## src/rtl/sync_fifo_pkg.sv

```systemverilog
// Shared sizing constants and helpers for sync_fifo and its neighbours (signal_gen benches).
package sync_fifo_pkg;

  localparam int unsigned FIFO_DATA_WIDTH = 8;
  localparam int unsigned FIFO_ADDR_WIDTH = 3;

  // DEPTH derivation from the address width.
  function automatic int unsigned fifo_depth(input int unsigned addr_width);
    return 32'd1 << addr_width;
  endfunction

endpackage

```

## src/rtl/sync_fifo_if.sv

```systemverilog
// Handshake/status bundle for sync_fifo. master = producer/consumer side, slave = FIFO.
interface sync_fifo_if
  import sync_fifo_pkg::*;
#(
  parameter int unsigned DATA_WIDTH = FIFO_DATA_WIDTH,
  parameter int unsigned ADDR_WIDTH = FIFO_ADDR_WIDTH
);

  logic                  wr_en;
  logic [DATA_WIDTH-1:0] wr_data;
  logic                  rd_en;
  logic [DATA_WIDTH-1:0] rd_data;
  logic                  rd_valid;
  logic                  full;
  logic                  empty;
  logic [ADDR_WIDTH:0]   count;
  logic                  ovf_err;
  logic                  udf_err;

  modport master (
    output wr_en, wr_data, rd_en,
    input  rd_data, rd_valid, full, empty, count, ovf_err, udf_err
  );

  modport slave (
    input  wr_en, wr_data, rd_en,
    output rd_data, rd_valid, full, empty, count, ovf_err, udf_err
  );

endinterface

```

## src/rtl/sync_fifo_mem.sv

```systemverilog
// DEPTH x DATA_WIDTH storage: one synchronous write port, one synchronous read port
// whose output register is the FIFO read data. Array contents are not reset.
module fifo_mem
  import sync_fifo_pkg::*;
#(
  parameter int unsigned DATA_WIDTH = FIFO_DATA_WIDTH,
  parameter int unsigned ADDR_WIDTH = FIFO_ADDR_WIDTH
) (
  input  logic                  clk,
  input  logic                  rst_n,
  input  logic                  wr_en_i,
  input  logic [ADDR_WIDTH-1:0] wr_addr_i,
  input  logic [DATA_WIDTH-1:0] wr_data_i,
  input  logic                  rd_en_i,
  input  logic [ADDR_WIDTH-1:0] rd_addr_i,
  output logic [DATA_WIDTH-1:0] rd_data_o
);

  localparam int unsigned DEPTH = fifo_depth(ADDR_WIDTH);

  logic [DATA_WIDTH-1:0] mem_q [DEPTH];
  logic [DATA_WIDTH-1:0] rd_data_q;

  // Write port.
  always_ff @(posedge clk) begin
    if (wr_en_i) mem_q[wr_addr_i] <= wr_data_i;
  end

  // Registered read port; holds last word when no read is accepted.
  always_ff @(posedge clk or negedge rst_n) begin
    if (!rst_n)       rd_data_q <= '0;
    else if (rd_en_i) rd_data_q <= mem_q[rd_addr_i];
  end

  assign rd_data_o = rd_data_q;

endmodule

```

## src/rtl/sync_fifo.sv

```systemverilog
// Single-clock FIFO with registered read data and occupancy count.
// Optional sticky overflow/underflow flags: define FIFO_ERR_FLAG_EN.
module sync_fifo
  import sync_fifo_pkg::*;
#(
  parameter int unsigned DATA_WIDTH = FIFO_DATA_WIDTH,
  parameter int unsigned ADDR_WIDTH = FIFO_ADDR_WIDTH
) (
  input  logic        clk,
  input  logic        rst_n,
  sync_fifo_if.slave  bus
);

  localparam int unsigned PTR_W = ADDR_WIDTH + 1;

  logic [PTR_W-1:0] wr_ptr_q, wr_ptr_d;
  logic [PTR_W-1:0] rd_ptr_q, rd_ptr_d;
  logic             rd_valid_q, rd_valid_d;
  logic             full_c, empty_c;
  logic [PTR_W-1:0] count_c;
  logic             wr_acc_c, rd_acc_c;

  // Status straight from the registered pointers; MSB is the wrap bit.
  always_comb begin
    empty_c  = (wr_ptr_q == rd_ptr_q);
    full_c   = (wr_ptr_q[PTR_W-1] != rd_ptr_q[PTR_W-1]) &&
               (wr_ptr_q[ADDR_WIDTH-1:0] == rd_ptr_q[ADDR_WIDTH-1:0]);
    count_c  = wr_ptr_q - rd_ptr_q;
    wr_acc_c = bus.wr_en && !full_c;
    rd_acc_c = bus.rd_en && !empty_c;
  end

  // Pointer advance and read-valid next state.
  always_comb begin
    wr_ptr_d   = wr_ptr_q;
    rd_ptr_d   = rd_ptr_q;
    rd_valid_d = 1'b0;
    if (wr_acc_c) wr_ptr_d = wr_ptr_q + PTR_W'(1);
    if (rd_acc_c) begin
      rd_ptr_d   = rd_ptr_q + PTR_W'(1);
      rd_valid_d = 1'b1;
    end
  end

  // Pointer and read-valid registers.
  always_ff @(posedge clk or negedge rst_n) begin
    if (!rst_n) begin
      wr_ptr_q   <= '0;
      rd_ptr_q   <= '0;
      rd_valid_q <= 1'b0;
    end else begin
      wr_ptr_q   <= wr_ptr_d;
      rd_ptr_q   <= rd_ptr_d;
      rd_valid_q <= rd_valid_d;
    end
  end

  fifo_mem #(
    .DATA_WIDTH (DATA_WIDTH),
    .ADDR_WIDTH (ADDR_WIDTH)
  ) u_mem (
    .clk       (clk),
    .rst_n     (rst_n),
    .wr_en_i   (wr_acc_c),
    .wr_addr_i (wr_ptr_q[ADDR_WIDTH-1:0]),
    .wr_data_i (bus.wr_data),
    .rd_en_i   (rd_acc_c),
    .rd_addr_i (rd_ptr_q[ADDR_WIDTH-1:0]),
    .rd_data_o (bus.rd_data)
  );

`ifdef FIFO_ERR_FLAG_EN
  logic ovf_err_q, ovf_err_d;
  logic udf_err_q, udf_err_d;

  // Sticky error next state: any request against the wrong boundary.
  always_comb begin
    ovf_err_d = ovf_err_q | (bus.wr_en & full_c);
    udf_err_d = udf_err_q | (bus.rd_en & empty_c);
  end

  // Sticky error registers, cleared only by reset.
  always_ff @(posedge clk or negedge rst_n) begin
    if (!rst_n) begin
      ovf_err_q <= 1'b0;
      udf_err_q <= 1'b0;
    end else begin
      ovf_err_q <= ovf_err_d;
      udf_err_q <= udf_err_d;
    end
  end

  assign bus.ovf_err = ovf_err_q;
  assign bus.udf_err = udf_err_q;
`else
  assign bus.ovf_err = 1'b0;
  assign bus.udf_err = 1'b0;
`endif

  assign bus.rd_valid = rd_valid_q;
  assign bus.full     = full_c;
  assign bus.empty    = empty_c;
  assign bus.count    = count_c;

endmodule

```

## src/flat_wrapper.sv

```systemverilog
// flat-port wrapper written by rule: the top's interface ports become plain ports
module sync_fifo_flat import sync_fifo_pkg::*;
#(
  parameter int unsigned DATA_WIDTH = FIFO_DATA_WIDTH,
  parameter int unsigned ADDR_WIDTH = FIFO_ADDR_WIDTH
)
  (clk, rst_n, bus_wr_en, bus_wr_data, bus_rd_en, bus_rd_data, bus_rd_valid, bus_full, bus_empty, bus_count, bus_ovf_err, bus_udf_err);
  sync_fifo_if #(.DATA_WIDTH(DATA_WIDTH), .ADDR_WIDTH(ADDR_WIDTH)) bus_i ();
  input  logic clk;
  input  logic rst_n;
  input wire logic [$bits(bus_i.wr_en)-1:0] bus_wr_en;
  input wire logic [$bits(bus_i.wr_data)-1:0] bus_wr_data;
  input wire logic [$bits(bus_i.rd_en)-1:0] bus_rd_en;
  output wire logic [$bits(bus_i.rd_data)-1:0] bus_rd_data;
  output wire logic [$bits(bus_i.rd_valid)-1:0] bus_rd_valid;
  output wire logic [$bits(bus_i.full)-1:0] bus_full;
  output wire logic [$bits(bus_i.empty)-1:0] bus_empty;
  output wire logic [$bits(bus_i.count)-1:0] bus_count;
  output wire logic [$bits(bus_i.ovf_err)-1:0] bus_ovf_err;
  output wire logic [$bits(bus_i.udf_err)-1:0] bus_udf_err;
  assign bus_i.wr_en = bus_wr_en;
  assign bus_i.wr_data = bus_wr_data;
  assign bus_i.rd_en = bus_rd_en;
  assign bus_rd_data = bus_i.rd_data;
  assign bus_rd_valid = bus_i.rd_valid;
  assign bus_full = bus_i.full;
  assign bus_empty = bus_i.empty;
  assign bus_count = bus_i.count;
  assign bus_ovf_err = bus_i.ovf_err;
  assign bus_udf_err = bus_i.udf_err;
  sync_fifo #(.DATA_WIDTH(DATA_WIDTH), .ADDR_WIDTH(ADDR_WIDTH)) u_core (.clk(clk), .rst_n(rst_n), .bus(bus_i));
endmodule
```

## config.mk

```make
export PLATFORM = sky130hd
export DESIGN_NAME = sync_fifo_flat
export DESIGN_NICKNAME = d
export VERILOG_FILES = /design/src/rtl/sync_fifo_pkg.sv /design/src/rtl/sync_fifo_if.sv /design/src/rtl/sync_fifo_mem.sv /design/src/rtl/sync_fifo.sv /design/src/flat_wrapper.sv
export SDC_FILE = /design/constraint.sdc
export NUM_CORES = 1
export LEC_CHECK = 0
export ABC_AREA = 0
export CORE_ASPECT_RATIO = 0.6
export CORE_MARGIN = 4
export CORE_UTILIZATION = 35
export CTS_CLUSTER_DIAMETER = 50
export DETAILED_ROUTE_END_ITERATION = 8
export SLEW_MARGIN = 20
export SYNTH_ARGS = -nofsm -noshare
export SYNTH_HDL_FRONTEND = slang
export SYNTH_SLANG_ARGS = --single-unit
```

## constraint.sdc

```tcl
create_clock -name clk -period 3.5 [get_ports clk]
set_clock_uncertainty 0.2 [all_clocks]
set_input_delay 0.525 -clock clk [delete_from_list [all_inputs] [get_ports clk]]
set_output_delay 0.525 -clock clk [all_outputs]
set_load 0.005 [all_outputs]
```

# Yosys cells after proc, flatten, opt, wreduce, memory -nomap -nowiden
# Memories as Yosys holds them, arrays and structs flattened. A register that Yosys moved wholly into a read port is not among the register bits.
# Cells that the tools add are included.
[word_totals]
ff_bits = 9
input_bits = 12
wordCells = 19
out_inout_bits = 17
mem_bits_rw = 64
memories = 1
[mem_list]
columns = ["name", "words", "word_bits", "read_ports", "rd_ports_with_merged_regs", "write_ports", "line", "source"]
rows = [
  ["u_core.u_mem.mem_q", 8, 8, 1, 1, 1, "sync_fifo_mem.sv:21", "logic [DATA_WIDTH-1:0] mem_q [DEPTH];"],
]
[classes]
mux = 3
reduce_logical = 6
n_addsub = 3
eq_ne = 3
[op_table]
columns = ["operator", "count"]
rows = [
  ["adder 4 x 1 -> 4 bit, second input constant", 2],
  ["equality test 4 bit", 1],
  ["subtractor 4 bit", 1],
  ["equality test 3 bit", 1],
  ["logical AND 1 bit", 3],
  ["logical NOT 1 bit", 3],
  ["two-way mux 1 bit", 3],
  ["inequality test 1 bit", 1],
]

# Logic depth before layout (Yosys ltp)
[logic_depth]
ltp_word = 6
ltp_mapped = 8
depth_no_buf = 7

# Hierarchy
# Synthesis repeated with hierarchy kept, for this count alone.
[hier_totals]
cells_unflattened = 219
hier_area_um2 = 3394.5
[modules_own_cells]
columns = ["mod", "n_inst", "area_per_inst_um2", "cells_each", "seq_area_each_um2"]
rows = [
  ["fifo_mem", 1, 2861.5, 169, 2122.0],
  ["sync_fifo", 1, 533.0, 50, 225.2],
]

# Least setup slack after synthesis
# No wires, ideal clock.
[synth_timing]
kind = "register -> register"
startpoint = "register u_core.wr_ptr_q[0]"
endpoint = "memory u_core.u_mem.mem_q[0][0] in the netlist's numbering, enable pin"
required_ns = 2.905
n_path_buf = 0
setup_time_ns = 0.395
synth_period_minus_slack_ns = 2.845
stages_incl_launch_ff = 7
t_arrival_ns = 2.250
slack_ns = 0.655
path_cell_list = "dfrtp_1 -> inv_1 -> ha_1 -> nand3_1 -> and2b_1 -> nand2b_1 -> nor4_1"
[synth_between]
elab_chain_cells = 6
[synth_rtl]
columns = ["element", "line", "source"]
rows = [
  ["start, declared", "sync_fifo.sv:16", "logic [PTR_W-1:0] wr_ptr_q, wr_ptr_d;"],
  ["start signal, assigned", "sync_fifo.sv:52", "wr_ptr_q <= wr_ptr_d;"],
  ["equality test 3 bit", "sync_fifo.sv:27", "(wr_ptr_q[ADDR_WIDTH-1:0] == rd_ptr_q[ADDR_WIDTH-1:0]);"],
  ["logical AND 1 bit", "sync_fifo.sv:26", "full_c = (wr_ptr_q[PTR_W-1] != rd_ptr_q[PTR_W-1]) &&"],
  ["net bus_full", "flat_wrapper.sv:16", "output wire logic [$bits(bus_i.full)-1:0] bus_full;"],
  ["logical NOT 1 bit", "sync_fifo.sv:29", "wr_acc_c = bus.wr_en && !full_c;"],
  ["logical AND 1 bit", "sync_fifo.sv:29", ""],
  ["two-way mux 1 bit", "sync_fifo_mem.sv:26", "if (wr_en_i) mem_q[wr_addr_i] <= wr_data_i;"],
  ["two-way mux 1 bit (not written as such)", "sync_fifo_mem.sv:26", ""],
  ["end, declared", "sync_fifo_mem.sv:21", ""],
]
# The timed path passes the listed nets, and every way through them passes these cells.

# Worst setup path after layout
[layout_timing]
startpoint = "register u_core.rd_ptr_q[1]"
endpoint = "output bus_count[3]"
[layout_between]
elab_chain_cells = 1
[layout_rtl]
columns = ["element", "line", "source"]
rows = [
  ["start, declared", "sync_fifo.sv:17", "logic [PTR_W-1:0] rd_ptr_q, rd_ptr_d;"],
  ["start signal, assigned", "sync_fifo.sv:53", "rd_ptr_q <= rd_ptr_d;"],
  ["subtractor 4 bit", "sync_fifo.sv:28", "count_c = wr_ptr_q - rd_ptr_q;"],
  ["end, declared", "flat_wrapper.sv:18", "output wire logic [$bits(bus_i.count)-1:0] bus_count;"],
]
# No other way between the ends.

==> results.md <==
| Quantity | This run |
|:---|:---|
| Result of the run | completed |
| Vias in the first global route | 1788 |
| Critical Path RT | 2.77 ns |
| Leakage | 1.48 nW |
| Reg area | 2350 sq um |
| Met3 layer wire length in the routed design | 434 microns |
| RR Startpoint | u_core.wr_ptr_q[0] |
| Launch point of the worst hold path | u_core.u_mem.rd_data_o[3] |
| Inserted Diodes | 0 |
| Detailed Routing Iterations Pass 1 | 4 |
| Cell depth of the worst hold path | 2 |
| Antenna violations before repair | 0 |
| Initial cell density of the core | 36.2% |
| Slack of the critical path | 0.480 ns |
| Critical-path maximum fanout | 7 |
| Post-Place Worst Slack | 0.827 ns |
| Post-CTS sizing | 0 |
| Startpoint Class | flop |
| Crit path max-delay cell type | sky130_fd_sc_hd__clkdlybuf4s50_1 |
| Post-synth cell types | 34 |
| Setup repair after global routing missed its margin | no |
| Clk slew on worst S/H paths | 0.06 ns |
| Yosys warns | 0 |
| Area occupied by multi-input gates | 900 sq um |
| Maximum Capacitance Violations | 0 |
| Vias per Instance | 4.65 |
| List of cells traversed by the critical path | inv_1 > ha_1 > a21o_1 > a21oi_1 > xor2_1 > clkdlybuf4s50_1 |
| Data arrival time of the critical path | 2.29 ns |
| Setup crit end kind | primary output |
| Root Buffer Master | sky130_fd_sc_hd__clkbuf_16 |
| Worst max-slew margin expressed relative to the limit | 46.4% |
| FF-to-FF path depth | 7 |
| Worst hold endpoint | u_core.u_mem.rd_data_o[3] |
| Clock latency of the later-clocked register in the worst-skew pair | 0.34 ns |
| DIE AREA | 11200 sq um |
| Final sum of negative setup slack | 0 ns |
| Synthesized instance count | 212 |
| Number of remaining DRC errors | 0 |
| Vias after detailed routing | 1781 |
| Synthesized area per cell | 15.8 sq um |
| Initial detailed-routing violation count | 75 |
| Avg WL per Cell | 16.5 microns |
| Startpoint-to-endpoint class of the critical path | reg2out |
| Largest stage delay on the critical path | 0.51 ns |
| Commonest non-fill, non-tap cell in the layout | sky130_fd_sc_hd__edfxtp_1 |
| Number of placement rows | 27 |
| Dpl hpwl | 4350 microns |
| Number of top-level design ports | 29 |
| Number of buffers created by CTS | 9 |
| Total routing usage reported by global routing | 12.5% |
| Growth of design area from synthesis to finish | 21.8% |
| Worst R2R End | u_core.u_mem.mem_q[0][6] |
| Overflow left after global routing | 0 |
| Commonest cells after routing, fill and taps aside | sky130_fd_sc_hd__edfxtp_1, sky130_fd_sc_hd__clkdlybuf4s50_1, sky130_fd_sc_hd__nand2_1, sky130_fd_sc_hd__dfrtp_1 |
| Tightest Pin Transition | 0.801 ns |
| M1 wire length | 3280 microns |
| Post-CTS setup buffer count | 0 |
| Max rail drop VDD | 309 uV |
| Share of synthesized area occupied by flip-flops and latches | 70.2% |
| Wire length reported by the detailed router | 6320 microns |
| Post-layout minimum cycle time | 3.02 ns |
| Number of pins with negative max-slew slack in the final report | 0 |
| IO buf count | 26 |
| Placeable Area | 9220 sq um |
| Fill cell instance count of the final layout | 824 |
| Nets | 266 |
| Maximum number of pins on one net before global-route repair | 36 |
| Routed met2 length | 2540 microns |
| Setup violation total in the final timing report | 0 |
| Achievable frequency | 331 MHz |
| Top layer in use | met4 |
| CTS Buffer Depth | 2 |
| Final antenna-violating net count | 0 |
| Share of cells above drive strength 1 | 17.0% |
| Worst-case register-to-register setup slack | 0.95 ns |
| Number of synthesized register bits | 81 |
| Pwr Density | 906 nW/um^2 |
| Hold violation total from the final report | 0 |
| Number of H-tree branching levels | 3 |
| Width of the chip | 134 microns |
| Final estimated routing congestion in global placement | 0.780 |
| Die Y-Extent | 83.7 microns |
| Netlist Area Pre-Place | 3340 sq um |
| Clock tree from TritonCTS | yes |
| Final cycle utilization of the critical path | 86.3% |
| First-pass GRT wire length | 10200 microns |
| Kind of path behind the tightest hold check | reg2reg |
| Sinks on Clock Net | 81 |
| # hold bufs at CTS | 0 |
logic make-up after synthesis:
kind of cell,synth area share [%]
flops,70.2
simple gates,4.38
mux,10.2
compound gates,7.08
buf+inv,2.96
xor+xnor,2.58
fa+ha+maj,2.47
other cells,0.112
cell type report:
cell class | instances | area share, %
clock buffer | 12 | 6.86
clock inverter | 4 | 0.523
inverter | 10 | 0.953
multi-input combinational | 112 | 22.1
sequential | 81 | 57.7
tap | 130 | 4.00
timing repair buffer | 34 | 7.87
sequential cells by signal (all words and copies together), names as in the netlist:
name and cells:
u_core.u_mem.mem_q 64, u_core.rd_ptr_q 4, u_core.wr_ptr_q 4, u_core.u_mem.rd_data_o 8
u_core.bus.rd_valid 1
stage by stage:
step	cells	hold slack (ns)	instance area [sq um]	total power, mW	util, %
after global routing	383	0.323	4070	3.93	44.1
after floorplan	213	0.0294	3350	2.24	-
final	383	0.276	4070	3.69	44.1
after CTS	383	0.282	4070	3.72	44.1
after detailed placement	367	0.269	3770	2.80	40.9
after global placement	367	0.262	3770	2.78	40.9
cells in the mapped netlist, drive strengths merged:
cell type / number / share of area, %
nand4: 2 / 0.37
dfrtp: 17 / 13
inv: 9 / 1.0
nor2: 4 / 0.45
conb: 1 / 0.11
clkbuf: 2 / 0.26
nand3: 1 / 0.15
a22oi: 8 / 1.8
nor2b: 1 / 0.19
a21oi: 1 / 0.15
a41oi: 1 / 0.82
ha: 5 / 1.9
xnor2: 7 / 1.8
mux2i: 16 / 4.8
edfxtp: 64 / 58
o21ai: 11 / 2.0
nor4: 1 / 0.19
buf: 8 / 1.5
nand2: 18 / 2.0
nand2b: 1 / 0.19
nor3: 4 / 0.60
a21o: 1 / 0.22
fa: 1 / 0.60
clkinv: 1 / 0.15
xor2: 2 / 0.75
mux2: 16 / 5.4
and2b: 1 / 0.22
o221ai: 8 / 2.1
critical path, delay by kind of cell, from the launching register on:
kind                       cells  cell delay (ns)
adders and majority gates      1             0.35
buffers and inverters          2             0.62
AOI/OAI and AO/OA              2             0.37
xor gates and xnor gates       1             0.15
DFF                            1             0.47
routing by layer:
layer | vias up | GRT usage (%)
li1 | 865 | -
met1 | 858 | 18.2
met2 | 48 | 16.4
met3 | 10 | 6.14
met4 | 0 | 3.05
met5 | - | 0
worst max path at each step:
stage                                  start                  endpoint  cells past startpoint
after detailed placement  u_core.rd_ptr_q[1]              bus_count[3]                      6
after global routing      u_core.rd_ptr_q[1]              bus_count[3]                      6
after floorplan           u_core.wr_ptr_q[0]  u_core.u_mem.mem_q[0][0]                      6
final                     u_core.rd_ptr_q[1]              bus_count[3]                      6
after global placement    u_core.rd_ptr_q[1]              bus_count[3]                      6
after CTS                 u_core.rd_ptr_q[1]              bus_count[3]                      6
report_power, final:
part	total, mW	switching [mW]	internal, mW
clock	0.911	0.348	0.563
sequential	1.39	0.123	1.27
combinational	1.39	0.728	0.661
total	3.69	1.20	2.49
No activity file was read; power rests on OpenSTA's default activity.
